**src/rtl/lfsr_prng_if.sv**
```systemverilog
// Control/status bundle for lfsr_prng. The generator side uses the slave
// modport; whatever drives the generator uses master.
interface lfsr_prng_if #(
  parameter int unsigned WIDTH = 8
);
  logic             en;
  logic             load;
  logic [WIDTH-1:0] seed_in;
  logic             taps_we;
  logic [WIDTH-1:0] taps_in;
  logic             mode;
  logic [WIDTH-1:0] data_out;
  logic             bit_out;
  logic             wrap;
  logic             lockup;
  logic [WIDTH-1:0] period_out;
  logic             period_valid;

  modport master (
    output en, load, seed_in, taps_we, taps_in, mode,
    input  data_out, bit_out, wrap, lockup, period_out, period_valid
  );

  modport slave (
    input  en, load, seed_in, taps_we, taps_in, mode,
    output data_out, bit_out, wrap, lockup, period_out, period_valid
  );
endinterface

```
**src/rtl/lfsr_prng.sv**
```systemverilog
// Run-time configurable LFSR pseudo-random generator.
// Fibonacci or Galois form, loadable seed and taps, STEPS shifts per advance,
// all-zero lock-up recovery and period measurement against the seed register.
module lfsr_prng #(
  parameter int unsigned     WIDTH        = 8,
  parameter logic [WIDTH-1:0] DEFAULT_TAPS = WIDTH'(8'hB8),
  parameter logic [WIDTH-1:0] SEED_RST     = WIDTH'(1),
  parameter int unsigned     STEPS        = 1
) (
  input  logic         clk,
  input  logic         rst,
  lfsr_prng_if.slave   bus
);

  logic [WIDTH-1:0] state_q,  state_d;
  logic [WIDTH-1:0] seed_q,   seed_d;
  logic [WIDTH-1:0] taps_q,   taps_d;
  logic [WIDTH-1:0] cnt_q,    cnt_d;
  logic [WIDTH-1:0] period_q, period_d;
  logic             pvalid_q, pvalid_d;
  logic             wrap_q,   wrap_d;
  logic             lockup_q, lockup_d;

  logic [WIDTH-1:0] step_state;
  logic [WIDTH-1:0] cnt_inc;

  // One LFSR shift in the selected form.
  function automatic logic [WIDTH-1:0] shift1(
    input logic [WIDTH-1:0] s,
    input logic [WIDTH-1:0] t,
    input logic             galois
  );
    logic [WIDTH-1:0] r;
    if (galois) begin
      r = {s[WIDTH-2:0], 1'b0} ^ (s[WIDTH-1] ? t : '0);
    end else begin
      r = {s[WIDTH-2:0], ^(s & t)};
    end
    return r;
  endfunction

  // Chain STEPS single shifts; uses the registered (old) taps.
  always_comb begin
    step_state = state_q;
    for (int unsigned i = 0; i < STEPS; i++) begin
      step_state = shift1(step_state, taps_q, bus.mode);
    end
  end

  // Saturating increment of the advance counter.
  always_comb begin
    cnt_inc = (cnt_q == '1) ? cnt_q : cnt_q + WIDTH'(1);
  end

  // Next-state selection: load has priority over advance; taps write is independent.
  // An intermediate zero stays zero in either form, so only the final state
  // needs the lock-up check.
  always_comb begin
    state_d  = state_q;
    seed_d   = seed_q;
    cnt_d    = cnt_q;
    period_d = period_q;
    pvalid_d = pvalid_q;
    wrap_d   = 1'b0;
    lockup_d = 1'b0;
    taps_d   = bus.taps_we ? bus.taps_in : taps_q;

    if (bus.load) begin
      cnt_d    = '0;
      pvalid_d = 1'b0;
      if (bus.seed_in == '0) begin
        state_d  = SEED_RST;
        seed_d   = SEED_RST;
        lockup_d = 1'b1;
      end else begin
        state_d  = bus.seed_in;
        seed_d   = bus.seed_in;
      end
    end else if (bus.en) begin
      if (step_state == '0) begin
        state_d  = SEED_RST;
        seed_d   = SEED_RST;
        cnt_d    = '0;
        lockup_d = 1'b1;
      end else if (step_state == seed_q) begin
        state_d  = step_state;
        wrap_d   = 1'b1;
        period_d = cnt_inc;
        pvalid_d = 1'b1;
        cnt_d    = '0;
      end else begin
        state_d  = step_state;
        cnt_d    = cnt_inc;
      end
    end
  end

  // State registers with synchronous active-high reset.
  always_ff @(posedge clk) begin
    if (rst) begin
      state_q  <= SEED_RST;
      seed_q   <= SEED_RST;
      taps_q   <= DEFAULT_TAPS;
      cnt_q    <= '0;
      period_q <= '0;
      pvalid_q <= 1'b0;
      wrap_q   <= 1'b0;
      lockup_q <= 1'b0;
    end else begin
      state_q  <= state_d;
      seed_q   <= seed_d;
      taps_q   <= taps_d;
      cnt_q    <= cnt_d;
      period_q <= period_d;
      pvalid_q <= pvalid_d;
      wrap_q   <= wrap_d;
      lockup_q <= lockup_d;
    end
  end

  // Output drive straight from registers.
  always_comb begin
    bus.data_out     = state_q;
    bus.bit_out      = state_q[WIDTH-1];
    bus.wrap         = wrap_q;
    bus.lockup       = lockup_q;
    bus.period_out   = period_q;
    bus.period_valid = pvalid_q;
  end

  // wrap and lockup are mutually exclusive.
  a_flags_exclusive: assert property (@(posedge clk) !(wrap_q && lockup_q));

endmodule

```
**src/flat_wrapper.sv**
```systemverilog
// flat-port wrapper written by rule: the top's interface ports become plain ports
module lfsr_prng_flat 
#(
  parameter int unsigned     WIDTH        = 8,
  parameter logic [WIDTH-1:0] DEFAULT_TAPS = WIDTH'(8'hB8),
  parameter logic [WIDTH-1:0] SEED_RST     = WIDTH'(1),
  parameter int unsigned     STEPS        = 1
)
  (clk, rst, bus_en, bus_load, bus_seed_in, bus_taps_we, bus_taps_in, bus_mode, bus_data_out, bus_bit_out, bus_wrap, bus_lockup, bus_period_out, bus_period_valid);
  lfsr_prng_if #(.WIDTH(WIDTH)) bus_i ();
  input  logic clk;
  input  logic rst;
  input wire logic [$bits(bus_i.en)-1:0] bus_en;
  input wire logic [$bits(bus_i.load)-1:0] bus_load;
  input wire logic [$bits(bus_i.seed_in)-1:0] bus_seed_in;
  input wire logic [$bits(bus_i.taps_we)-1:0] bus_taps_we;
  input wire logic [$bits(bus_i.taps_in)-1:0] bus_taps_in;
  input wire logic [$bits(bus_i.mode)-1:0] bus_mode;
  output wire logic [$bits(bus_i.data_out)-1:0] bus_data_out;
  output wire logic [$bits(bus_i.bit_out)-1:0] bus_bit_out;
  output wire logic [$bits(bus_i.wrap)-1:0] bus_wrap;
  output wire logic [$bits(bus_i.lockup)-1:0] bus_lockup;
  output wire logic [$bits(bus_i.period_out)-1:0] bus_period_out;
  output wire logic [$bits(bus_i.period_valid)-1:0] bus_period_valid;
  assign bus_i.en = bus_en;
  assign bus_i.load = bus_load;
  assign bus_i.seed_in = bus_seed_in;
  assign bus_i.taps_we = bus_taps_we;
  assign bus_i.taps_in = bus_taps_in;
  assign bus_i.mode = bus_mode;
  assign bus_data_out = bus_i.data_out;
  assign bus_bit_out = bus_i.bit_out;
  assign bus_wrap = bus_i.wrap;
  assign bus_lockup = bus_i.lockup;
  assign bus_period_out = bus_i.period_out;
  assign bus_period_valid = bus_i.period_valid;
  lfsr_prng #(.WIDTH(WIDTH), .DEFAULT_TAPS(DEFAULT_TAPS), .SEED_RST(SEED_RST), .STEPS(STEPS)) u_core (.clk(clk), .rst(rst), .bus(bus_i));
endmodule
```
**config.mk**
```make
export PLATFORM = sky130hd
export DESIGN_NAME = lfsr_prng_flat
export DESIGN_NICKNAME = d
export VERILOG_FILES = /design/src/rtl/lfsr_prng_if.sv /design/src/rtl/lfsr_prng.sv /design/src/flat_wrapper.sv
export SDC_FILE = /design/constraint.sdc
export NUM_CORES = 1
export LEC_CHECK = 0
export BUFFER_PORTS_ARGS = -buffer_cell sky130_fd_sc_hd__buf_2
export CAP_MARGIN = 0
export CORE_MARGIN = 10
export CORE_UTILIZATION = 35
export DETAILED_ROUTE_END_ITERATION = 16
export PLACE_DENSITY = 0.62
export SETUP_SLACK_MARGIN = 0.1
export SLEW_MARGIN = 20
export SYNTH_ARGS = -nofsm -noshare
export SYNTH_HDL_FRONTEND = slang
export SYNTH_SLANG_ARGS = --single-unit
```
**constraint.sdc**
```tcl
create_clock -name clk -period 6.9 [get_ports clk]
set_input_delay 0.345 -clock clk [delete_from_list [all_inputs] [get_ports clk]]
set_output_delay 0.345 -clock clk [all_outputs]
set_load 0.01 [all_outputs]
```
==> run metrics <==
Critical Path AT roughly 2.8 ns; reg2reg end u_core.cnt_q[5]$_SDFFE_PP0P_; leading cell type in the layout, fill and taps excluded dfxtp_1; antenna cells 0; area delta synth->final 11.7%; Clock Skews 0.00913 ns; drt wl/cell approximately 15 µm; Die Y 105 µm; CTS Hold Bufs 0; XOR/XNOR share of the synthesized area between 10 and 15%; CTS clock-pin slew for the worst setup and hold paths 0.09 ns; detailed placer's ending HPWL between 4000 and 5000 µm; crit path launch type register; total power draw about 550 µW; CTS Buf Count 5; measured slew at the worst slew-check pin 0.838 ns; register bit total from synthesis 43; commonest cells after routing, fill and taps aside dfxtp_1, buf_2, nand2_1, nor2_1, a21oi_1; initial core utilization 35.6%; Synth Flop Type dfxtp_1; Top Ports 42; worst skew pair latency between 0.3 and 0.4 ns; EDFF count, synth 0; Setup Crit Path Kind register to register; mux share of post-synthesis cell area between 5 and 6%; Post-CTS Setup Bufs 0; leading area contributor after synthesis dfxtp_1; routed vias/inst roughly 5.3; YS warnings 0; Critical Path RT 7.09 ns; Cells after Synth 305; Horiz. Die Dim around 110 µm; RSZ-0062 raised after global routing false; adder-cell share of the synthesized area 0.489%; largest net degree at the start of global routing 35; Area contributors post-synth dfxtp_1, xnor2_1, nand2_1; Longest Clk Path Bufs 2; Fin Setup TNS 0 ns; Root Driver clkbuf_8; Reg2Reg Depth 7; Worst Hold Path EP u_core.taps_q[5]$_SDFFE_PP1P_; Hold Path Stages 3; Max Cap Viol 0; Initial DRC Count ~170; FF-to-FF setup slack around 4.3 ns; # rows 31; initial antenna violation count 0; Cell variety after synth 50; Max IR drop VDD 0.0671 mV; Critical Path Fanout Max 14; placed cell count around 420; reg2reg start u_core.bus.data_out[7]$_SDFFE_PP0P_; critical hold path startpoint bus_taps_in[5]; syn avg cell area about 8.4 µm²; Final Max Slew Viols 0; post-cts repair resize count 0; htree depth 2; async set-reset flop share out of synthesis 0%; TritonCTS clock tree done; Max Freq between 0.3 and 0.4 GHz; Final Util between 30% and 40%; outcome completed; Layout fillers between 700 and 800; GRT Overall Usage ~12%; post-synthesis net count between 300 and 400; GP Congestion a little under 0.9; Pre-Repair DR Iteration Count 4; Hold Path Class input port to register; Post-Layout Cell Count 430; vias in the first global route 2115; die area 11100 µm²; mapped cell area about 2600 µm²; area share of the largest cell type after synthesis between 30% and 40%; Final Hold Fails 0; Congestion Overflow GR 0; post-synthesis sequential area ratio about a third; Slowest cell on crit path dfxtp_1; worst rel slew slack approximately 44%; Leakage approximately 0.0011 µW; share of layout cells above drive strength 1 between 15 and 20%; CP top delay family simple AND/OR/NAND/NOR gates; post-route clock period utilization ~38%; power per cell area between 150 and 200 nW/µm²; first-pass GRT wire length about 11000 µm; final net count around 350; area fraction in compound gates after synthesis 19.2%; Post-Route WL 6560 µm; shortest period the worst path allows ~2.6 ns; Simple-Gate Fraction of Synth Area about 22%; Buffers on Ports around 40; crit end category register; routed via count around 2300; crit-path max cell delay approximately 0.58 ns; DRC viols 0; cells along the critical path nand3_1 > xnor2_1 > or4_4 > nor2_1 > o2111ai_2 > a41oi_1 > o22ai_1; core region area 7180 µm²; clock sink count between 40 and 50; endpoints failing setup 0; main combinational cell family by area after synthesis simple AND/OR/NAND/NOR gates; WP buf/inv 0; ANT nets after route 0
-- worst min-delay path, cell delays in order --
cell and delay [ns]:
buf_2 0.07, mux2i_1 0.06, nand2_1 0.06
-- metal layers --
metal / part of all wire, % / up-vias / GRT usage (%)
met5: 0 / - / 0
met4: 1.9 / 0 / 4.71
met3: 6.7 / 12 / 3.29
met2: 44 / 78 / 17.9
met1: 47 / 1040 / 14.8
li1: - / 1136 / -
-- final cells by class --
cell class	count	area, µm²	area share (%)
well taps	99	124	4.33
repair buffers	41	205	7.18
inverters	12	45.0	1.58
clock inverters	2	16.3	0.569
multi-input cells	227	1520	53.3
clock buffers	6	82.6	2.89
flip-flops and latches	43	861	30.1
-- metrics by stage --
| stage | worst slack, ns | instance area (µm²) | hold WS (ns) |
|---|---|---|---|
| final | 4.30 | 2860 | 0.251 |
| after CTS | 4.31 | 2860 | 0.250 |
| after global routing | 4.07 | 2860 | 0.275 |
| after detailed placement | 4.30 | 2760 | 0.448 |
| after global placement | 4.35 | 2760 | 0.445 |
| after floorplan | 4.46 | 2560 | 0.459 |
-- worst max-delay path by stage --
stage                     cells past startpoint                           startpoint  slack (ns)                                    end
after detailed placement                      8                             bus_mode        4.30  u_core.bus.period_out[5]$_SDFFE_PP0P_
after floorplan                               7  u_core.bus.data_out[7]$_SDFFE_PP0P_        4.46  u_core.bus.period_out[0]$_SDFFE_PP0P_
after global placement                        7                             bus_mode        4.35  u_core.bus.period_out[0]$_SDFFE_PP0P_
final                                         7  u_core.bus.data_out[7]$_SDFFE_PP0P_        4.30           u_core.cnt_q[5]$_SDFFE_PP0P_
after CTS                                     7  u_core.bus.data_out[7]$_SDFFE_PP0P_        4.31  u_core.bus.period_out[5]$_SDFFE_PP0P_
after global routing                          7  u_core.bus.data_out[7]$_SDFFE_PP0P_        4.07  u_core.bus.period_out[4]$_SDFFE_PP0P_
-- cell usage after synthesis (5+ instances only) --
| cell type | n |
|---|---|
| inv_1 | 12 |
| nand3b_1 | 8 |
| dfxtp_1 | 43 |
| clkbuf_1 | 10 |
| nand3_1 | 12 |
| a211o_1 | 8 |
| a21oi_1 | 21 |
| nand2_1 | 34 |
| xor2_1 | 12 |
| nor2_1 | 23 |
| a211oi_1 | 5 |
| xnor2_1 | 20 |
| buf_2 | 7 |
| mux2i_1 | 12 |
-- logic make-up (layout without fill, tap and decap cells) --
kind of cell / Yosys count / in the layout
adder cells (fa/ha/maj): 1 / 1
AND/OR/NAND/NOR: 110 / 110
multiplexers: 13 / 13
buffers and inverters: 35 / 61
XOR/XNOR: 34 / 34
flip-flops: 43 / 43
AO/OA/AOI/OAI: 69 / 69
-- registers in the layout, summed over array words and instances, names as in the netlist --
register                 cells
u_core.bus.data_out          8
u_core.bus.period_out        8
u_core.cnt_q                 8
u_core.seed_q                8
u_core.taps_q                8
u_core.bus.lockup            1
u_core.bus.period_valid      1
u_core.bus.wrap              1
-- power breakdown --
group          internal, µW  leakage (µW)  switching (µW)
clock network          81.8     0.0000474            96.4
logic                  41.1      0.000700            52.6
registers               258      0.000352            16.4
total                   380       0.00110             165
No activity file was read; power rests on OpenSTA's default activity.
